[src/rtl/ser_pkg.sv]
// Shared types and width helpers for the bit serializer.
package ser_pkg;

    typedef enum logic [1:0] {
        IDLE   = 2'd0,
        SHIFT  = 2'd1,
        PARITY = 2'd2
    } ser_state_t;

    // Counter width for a count range of n, never narrower than one bit.
    function automatic int cnt_w(input int n);
        return (n <= 2) ? 1 : $clog2(n);
    endfunction

endpackage

[src/rtl/bit_tick_gen.sv]
// Bit-period timer: counts DIV clocks per bit and flags the first and last clock of each period.
module bit_tick_gen
    import ser_pkg::*;
#(
    parameter int DIV = 1
) (
    input  logic clk,
    input  logic reset,
    input  logic run,
    output logic tick,
    output logic last
);

    localparam int CW = cnt_w(DIV);
    localparam logic [CW-1:0] LastVal = CW'(DIV - 1);

    logic [CW-1:0] div_cnt_q, div_cnt_d;

    // Held at zero while idle so the first bit of a word always starts a fresh period.
    always_comb begin
        div_cnt_d = div_cnt_q;
        if (!run || (div_cnt_q == LastVal)) begin
            div_cnt_d = '0;
        end else begin
            div_cnt_d = div_cnt_q + 1'b1;
        end
    end

    always_ff @(posedge clk) begin
        if (reset) begin
            div_cnt_q <= '0;
        end else begin
            div_cnt_q <= div_cnt_d;
        end
    end

    assign tick = run && (div_cnt_q == '0);
    assign last = run && (div_cnt_q == LastVal);

endmodule

[src/rtl/bit_serializer.sv]
// Parallel-to-serial front end for the run detector; zero-gap streaming over valid/ready.
// Optional even-parity bit after each word when SER_PARITY_EN is defined.
module bit_serializer
    import ser_pkg::*;
#(
    parameter int   DATA_W    = 8,
    parameter int   DIV       = 1,
    parameter int   MSB_FIRST = 1,
    parameter logic IDLE_LVL  = 1'b0
) (
    input  logic              clk,
    input  logic              reset,
    input  logic [DATA_W-1:0] in_data,
    input  logic              in_valid,
    output logic              in_ready,
    output logic              x_out,
    output logic              x_strobe,
    output logic              busy
);

    localparam int BW = $clog2(DATA_W + 1);
    localparam logic [BW-1:0] LastBit = BW'(DATA_W - 1);

    ser_state_t        state_q, state_d;
    logic [DATA_W-1:0] sh_q, sh_d;
    logic [BW-1:0]     bit_cnt_q, bit_cnt_d;
    logic              tick, last_clk, accept, cur_bit, end_of_word, last_bit;

    bit_tick_gen #(
        .DIV(DIV)
    ) u_tick (
        .clk  (clk),
        .reset(reset),
        .run  (state_q != IDLE),
        .tick (tick),
        .last (last_clk)
    );

    assign last_bit = (state_q == SHIFT) && (bit_cnt_q == LastBit);
    assign cur_bit  = (MSB_FIRST != 0) ? sh_q[DATA_W-1] : sh_q[0];
    assign accept   = in_valid && in_ready;

`ifdef SER_PARITY_EN
    logic par_q;
    assign end_of_word = (state_q == PARITY) && last_clk;

    always_ff @(posedge clk) begin
        if (reset) begin
            par_q <= 1'b0;
        end else if (accept) begin
            par_q <= ^in_data;
        end
    end
`else
    assign end_of_word = last_bit && last_clk;
`endif

    always_ff @(posedge clk) begin
        if (reset) begin
            state_q   <= IDLE;
            sh_q      <= '0;
            bit_cnt_q <= '0;
        end else begin
            state_q   <= state_d;
            sh_q      <= sh_d;
            bit_cnt_q <= bit_cnt_d;
        end
    end

    always_comb begin
        state_d = state_q;
        unique case (state_q)
            IDLE: begin
                if (accept) state_d = SHIFT;
            end
            SHIFT: begin
                if (last_bit && last_clk) begin
`ifdef SER_PARITY_EN
                    state_d = PARITY;
`else
                    state_d = accept ? SHIFT : IDLE;
`endif
                end
            end
            PARITY: begin
`ifdef SER_PARITY_EN
                if (last_clk) state_d = accept ? SHIFT : IDLE;
`else
                state_d = IDLE;
`endif
            end
            default: state_d = IDLE;
        endcase
    end

    // bit_cnt tops out at DATA_W after the last data bit; the next accept reloads it.
    always_comb begin
        sh_d      = sh_q;
        bit_cnt_d = bit_cnt_q;
        if (accept) begin
            sh_d      = in_data;
            bit_cnt_d = '0;
        end else if ((state_q == SHIFT) && last_clk) begin
            bit_cnt_d = bit_cnt_q + 1'b1;
            sh_d      = (MSB_FIRST != 0) ? {sh_q[DATA_W-2:0], 1'b0} : {1'b0, sh_q[DATA_W-1:1]};
        end
    end

    always_comb begin
        x_out    = IDLE_LVL;
        x_strobe = 1'b0;
        busy     = 1'b0;
        in_ready = !reset && ((state_q == IDLE) || end_of_word);
        unique case (state_q)
            IDLE: begin
                x_out = IDLE_LVL;
            end
            SHIFT: begin
                x_out    = cur_bit;
                x_strobe = tick;
                busy     = 1'b1;
            end
            PARITY: begin
`ifdef SER_PARITY_EN
                x_out = par_q;
`else
                x_out = IDLE_LVL;
`endif
                x_strobe = tick;
                busy     = 1'b1;
            end
            default: x_out = IDLE_LVL;
        endcase
    end

endmodule

[config.mk]
export PLATFORM = sky130hd
export DESIGN_NAME = bit_serializer
export DESIGN_NICKNAME = d
export VERILOG_FILES = /design/src/rtl/ser_pkg.sv /design/src/rtl/bit_tick_gen.sv /design/src/rtl/bit_serializer.sv
export SDC_FILE = /design/constraint.sdc
export NUM_CORES = 1
export LEC_CHECK = 0
export ABC_CLOCK_PERIOD_IN_PS = 2100
export CAP_MARGIN = 20
export CORE_UTILIZATION = 34
export CTS_CLUSTER_DIAMETER = 40
export DETAILED_ROUTE_END_ITERATION = 8
export DONT_BUFFER_PORTS = 1
export PLACE_DENSITY = 0.57
export SETUP_SLACK_MARGIN = 0.15
export SLEW_MARGIN = 20
export SYNTH_ARGS = -nofsm -noshare
export SYNTH_HDL_FRONTEND = slang
export SYNTH_SLANG_ARGS = --single-unit
export TNS_END_PERCENT = 5
[constraint.sdc]
create_clock -name clk -period 2.1 [get_ports clk]
set_input_delay 0.42 -clock clk [delete_from_list [all_inputs] [get_ports clk]]
set_output_delay 0.42 -clock clk [all_outputs]
set_load 0.05 [all_outputs]
# Word-level counts from Yosys, hierarchy flattened
# Cells that the tools add are included.
[classes]
n_mux = 9
addsub = 2
n_bitwise = 1
reduce_logical = 17
eq_ne = 5
[ops]
columns = ["op", "n"]
rows = [
  ["2-to-1 mux 8 bit", 2],
  ["logical AND 1 bit", 6],
  ["OR reduction 2 bit", 3],
  ["adder 4 x 1 -> 4 bit, second input constant", 1],
  ["== test 4 x 3 -> 1 bit, second input constant", 1],
  ["2-to-1 mux 1 bit", 4],
  ["2-to-1 mux 2 bit", 2],
  ["!= test 2 bit, second input constant", 2],
  ["one-hot mux 2 bit (2 select lines)", 1],
  ["nonzero test 2 bit", 2],
  ["== test 2 x 1 -> 1 bit, second input constant", 1],
  ["== test 2 bit, second input constant", 1],
  ["logical NOT 1 bit", 2],
  ["logical NOT 2 bit", 1],
  ["logical OR 1 bit", 2],
  ["AND reduction 2 bit", 1],
  ["adder 1 bit, second input constant", 1],
  ["inverter 1 bit", 1],
]
[totals]
input_bits = 11
output_inout_bits = 4
regBits = 15

# Logic depth before layout (Yosys ltp)
[depth]
ltp_word = 9
ltp_mapped = 6

# Cells and area by module
# From an unflattened synthesis, not the netlist that was laid out.
[unflattened]
cells_unflattened = 70
area_unflattened_um2 = 724.4
[modules_own_cells]
columns = ["mod", "n_inst", "area_per_inst_um2", "cells_per_inst", "seq_area_each_um2"]
rows = [
  ["bit_serializer", 1, 679.4, 66, 260.2],
  ["bit_tick_gen", 1, 45.0, 4, 20.0],
]

# Worst setup path before layout
# OpenSTA, ideal clock, no wires.
[synth_path]
path_type = "register -> output"
from = "reg bit_cnt_q[0]"
to = "out in_ready"
path_slack_ps = 157
arrival_ps = 1523
n_path_buf = 1
stages_incl_launch_ff = 6
cell_sequence = "dfxtp_1 ha_1 and4bb_1 buf_6 nor2_1 nor2_1"
[synth_between]
elab_chain_cells = 5
[synth_rtl]
columns = ["item", "line", "text"]
rows = [
  ["start: declaration", "bit_serializer.sv:26", "logic [BW-1:0] bit_cnt_q, bit_cnt_d;"],
  ["start signal: assignment", "bit_serializer.sv:66", "bit_cnt_q <= bit_cnt_d;"],
  ["== test 4 x 3 -> 1 bit", "bit_serializer.sv:39", "assign last_bit = (state_q == SHIFT) && (bit_cnt_q == LastBit);"],
  ["logical AND 1 bit", "bit_serializer.sv:39", ""],
  ["logical AND 1 bit", "bit_serializer.sv:55", "assign end_of_word = last_bit && last_clk;"],
  ["logical OR 1 bit", "bit_serializer.sv:113", "in_ready = !reset && ((state_q == IDLE) || end_of_word);"],
  ["logical AND 1 bit", "bit_serializer.sv:113", ""],
  ["end: declaration", "bit_serializer.sv:15", "output logic in_ready,"],
]
# Every way passes these cells.

# Worst setup path after layout
# Ends and elaborated chain as after synthesis.

==> impl_results.md <==
* Detailed-route wire length per cell at 13.81 µm
* Max Fclk at 543.8 MHz
* Detailed-route via count at 499
* WS Path Type: flop to primary output
* Worst R2R Start: bit_cnt_q[0]
* Detailed-route DRC error count at 0
* TritonCTS clock tree: done
* Number of cell instances on the worst register-to-register path at 6
* Classification of the worst-slack hold path: primary input to flop
* Number of I/O port buffers at 0
* Max Cap Viol at 0
* Startpoint kind of the worst setup timing path: flop
* Num ports at 15
* Clock insertion delay at the later pin of the skew report at 280 ps
* Count leader, synth: sky130_fd_sc_hd__dfxtp_1
* Yosys top cell by area: sky130_fd_sc_hd__dfxtp_1
* Number of flops mapped to enable cells by yosys at 0
* Core region area at 1802 µm²
* Required time at the worst-slack endpoint at around 1700 ps
* Post-DR vias/cell at 5.253
* Number of diodes at 0
* Netlist area before placement at 680.7 µm²
* Power density cells at 690.5 nW/µm²
* Outcome: finished, final reports clean
* Synthesized netlist cell count at 66
* Die Y at about 47 µm
* Largest buffer count on any clock path at 2
* Clock transition time at the flip-flop clock pins of the worst setup and hold paths at 80 ps
* Number of nets with antenna violations after detailed routing at 0
* Post-CTS Hold Buffers at 0
* Clock root buffer: sky130_fd_sc_hd__clkbuf_4
* Worst clock skew at 4.501 ps
* Critical Path AT at between 1000 and 1500 ps
* Drt total wl at 1312 µm
* FF+latch area at between 200 and 300 µm²
* Setup TNS at 0 ps
* Fraction of the core area covered by cells at the end of the flow at between 40% and 50%
* Async set-reset flop share out of synthesis at 0%
* Peak ir drop on the vdd network at ~0.30 mV
* Total CTS buffers at 3
* P_leak at ~0.29 nW
* Fraction of post-synthesis cell area in the top cell type by area at between 40% and 50%
* Number of antenna violations at the first check in global routing at 0
* FILL cells at 189
* Number of warnings issued by yosys at 0
* Portion of the post-synthesis area used by sequential elements at 41.18%
* Signed area change from the synthesized netlist to the final layout at 9.007%
* Period minus WS final at between 1500 and 2000 ps
* Final count of hold timing violations at 0
* Final Cell Area at 742.0 µm²
* Detailed router's first-iteration violation count at 3
* Clock Sink Count at 14
* Internal reg-to-reg setup slack at 500 ps
* Worst Setup End Kind: primary output
* Reg2reg end: sh_q[1]
* Origin of the worst setup path: bit_cnt_q[0]
* Final Setup Violations at 0
* Total track usage at 14.41%
* Net count after synthesis at around 80
* Synthesized area per cell at between 10 and 15 µm²
* CP Capture Point: in_ready
* Combined area of the multi-input logic cells at 355.3 µm²
* Die Footprint at 2185 µm²
* Layout cell share with drive strength beyond 1 at between 15 and 20%
* Drt first pass iters at 2
* Placement row count at 15
* Pin count of the biggest net entering global routing at 16
* Vias in the first global route at 509
* Die boundary width at about 47 µm
* Setup repair after global routing missed its margin: false
* Number of synthesized register bits at 14
* Area after detailed placement at 708.2 µm²
* CTS H-tree lvls at 1
* Most used flip-flop cell after synthesis: sky130_fd_sc_hd__dfxtp_1
* Number of unique standard cell types used by synthesis at 27
* Design Power at 0.0005123 W
* Global route total overflow at 0
* Net count of the finished layout at 84
* Wire length of the first global-routing pass at 2159 µm
* Starting Density at approximately 38%
* Hold slack final at 217.7 ps
* DPL Wire Length at 950.7 µm
* Worst-path fanout max at 3
* Final Slew Violations at 0
* Routability Congestion at 0.7089
* Biggest area contributors in the synthesized netlist: sky130_fd_sc_hd__dfxtp_1 (41%), sky130_fd_sc_hd__mux2i_1 (12%), sky130_fd_sc_hd__o211ai_1 (7.7%)
* Final worst-path cycle share at 87.57%
* Top cells by instance count after synthesis: sky130_fd_sc_hd__dfxtp_1 (14), sky130_fd_sc_hd__mux2i_1 (8), sky130_fd_sc_hd__o211ai_1 (7), sky130_fd_sc_hd__o31ai_1 (7), sky130_fd_sc_hd__nor3_1 (3)
-- where the power goes --
group	switching [W]	internal (W)
clock	0.0000848	0.0000664
sequential	0.00000849	0.000281
combinational	0.0000422	0.0000298
total	0.000135	0.000377
-- state kept, by name, summed over array words and instances, names as in the netlist --
name and cells:
bit_cnt_q 4, sh_q 8, state_q 1, u_tick.div_cnt_q 1
-- metal layers --
layer  routed length, µm  vias up  track usage (%)
met2                 640        6            21.94
met1                 616      233            18.53
met5                   0        -                0
li1                    -      258                -
met4                  12        0            10.29
met3                  43        2            2.308
-- worst min-delay path by stage --
stage	start	cells after the start	to
6_report	reset	1	bit_cnt_q[1]
5_1_grt	reset	1	bit_cnt_q[3]
4_1_cts	reset	1	bit_cnt_q[1]
3_5_place_dp	bit_cnt_q[3]	2	bit_cnt_q[3]
3_3_place_gp	bit_cnt_q[3]	2	bit_cnt_q[3]
2_1_floorplan	bit_cnt_q[3]	2	bit_cnt_q[3]
-- cells by family (layout without fill, tap and decap cells) --
group,after synthesis,in the layout,share of synthesized area (%)
other cells,1,1,0.5509
mux,9,9,13.97
buf+inv,7,11,7.168
simple gates,13,13,11.77
xor+xnor,2,2,2.574
compound gates,19,19,20.95
flops,14,14,41.18
fa+ha+maj,1,1,1.838
-- final cells by class --
class	instances	area share [%]
clock buffer	3	3.035
multi-input combinational	45	47.89
timing repair buffer	6	6.071
tap	25	4.216
sequential	14	37.77
inverter	2	1.012
-- cell usage in the layout (no fill, tap or decap), types with 2 or more instances in the layout --
cell type and n:
sky130_fd_sc_hd__buf_4 6, sky130_fd_sc_hd__clkbuf_4 3, sky130_fd_sc_hd__clkinv_1 2, sky130_fd_sc_hd__dfxtp_1 14, sky130_fd_sc_hd__mux2i_1 8, sky130_fd_sc_hd__nor2_1 2, sky130_fd_sc_hd__nor3_1 3, sky130_fd_sc_hd__o211ai_1 7
sky130_fd_sc_hd__o21a_1 2, sky130_fd_sc_hd__o31ai_1 7
-- through the flow --
step                instances  setup slack [ps]
finish                     95             261.1
global route               95             179.6
CTS                        94             170.3
detailed placement         91             377.7
global placement           91             393.8
floorplan                  66             157.2
-- critical path, stage by stage (launching register included) --
cell and delay, ps:
sky130_fd_sc_hd__dfxtp_1 370, sky130_fd_sc_hd__ha_1 180, sky130_fd_sc_hd__and4bb_4 250, sky130_fd_sc_hd__nor2_1 50, sky130_fd_sc_hd__nor2_1 90, sky130_fd_sc_hd__buf_4 200
-- timing repair --
item,4_1_cts,5_1_grt
buffers inserted,0,1
resized for setup,2,0
endpoints found under the setup margin,1,1
No activity file was read; power rests on OpenSTA's default activity.
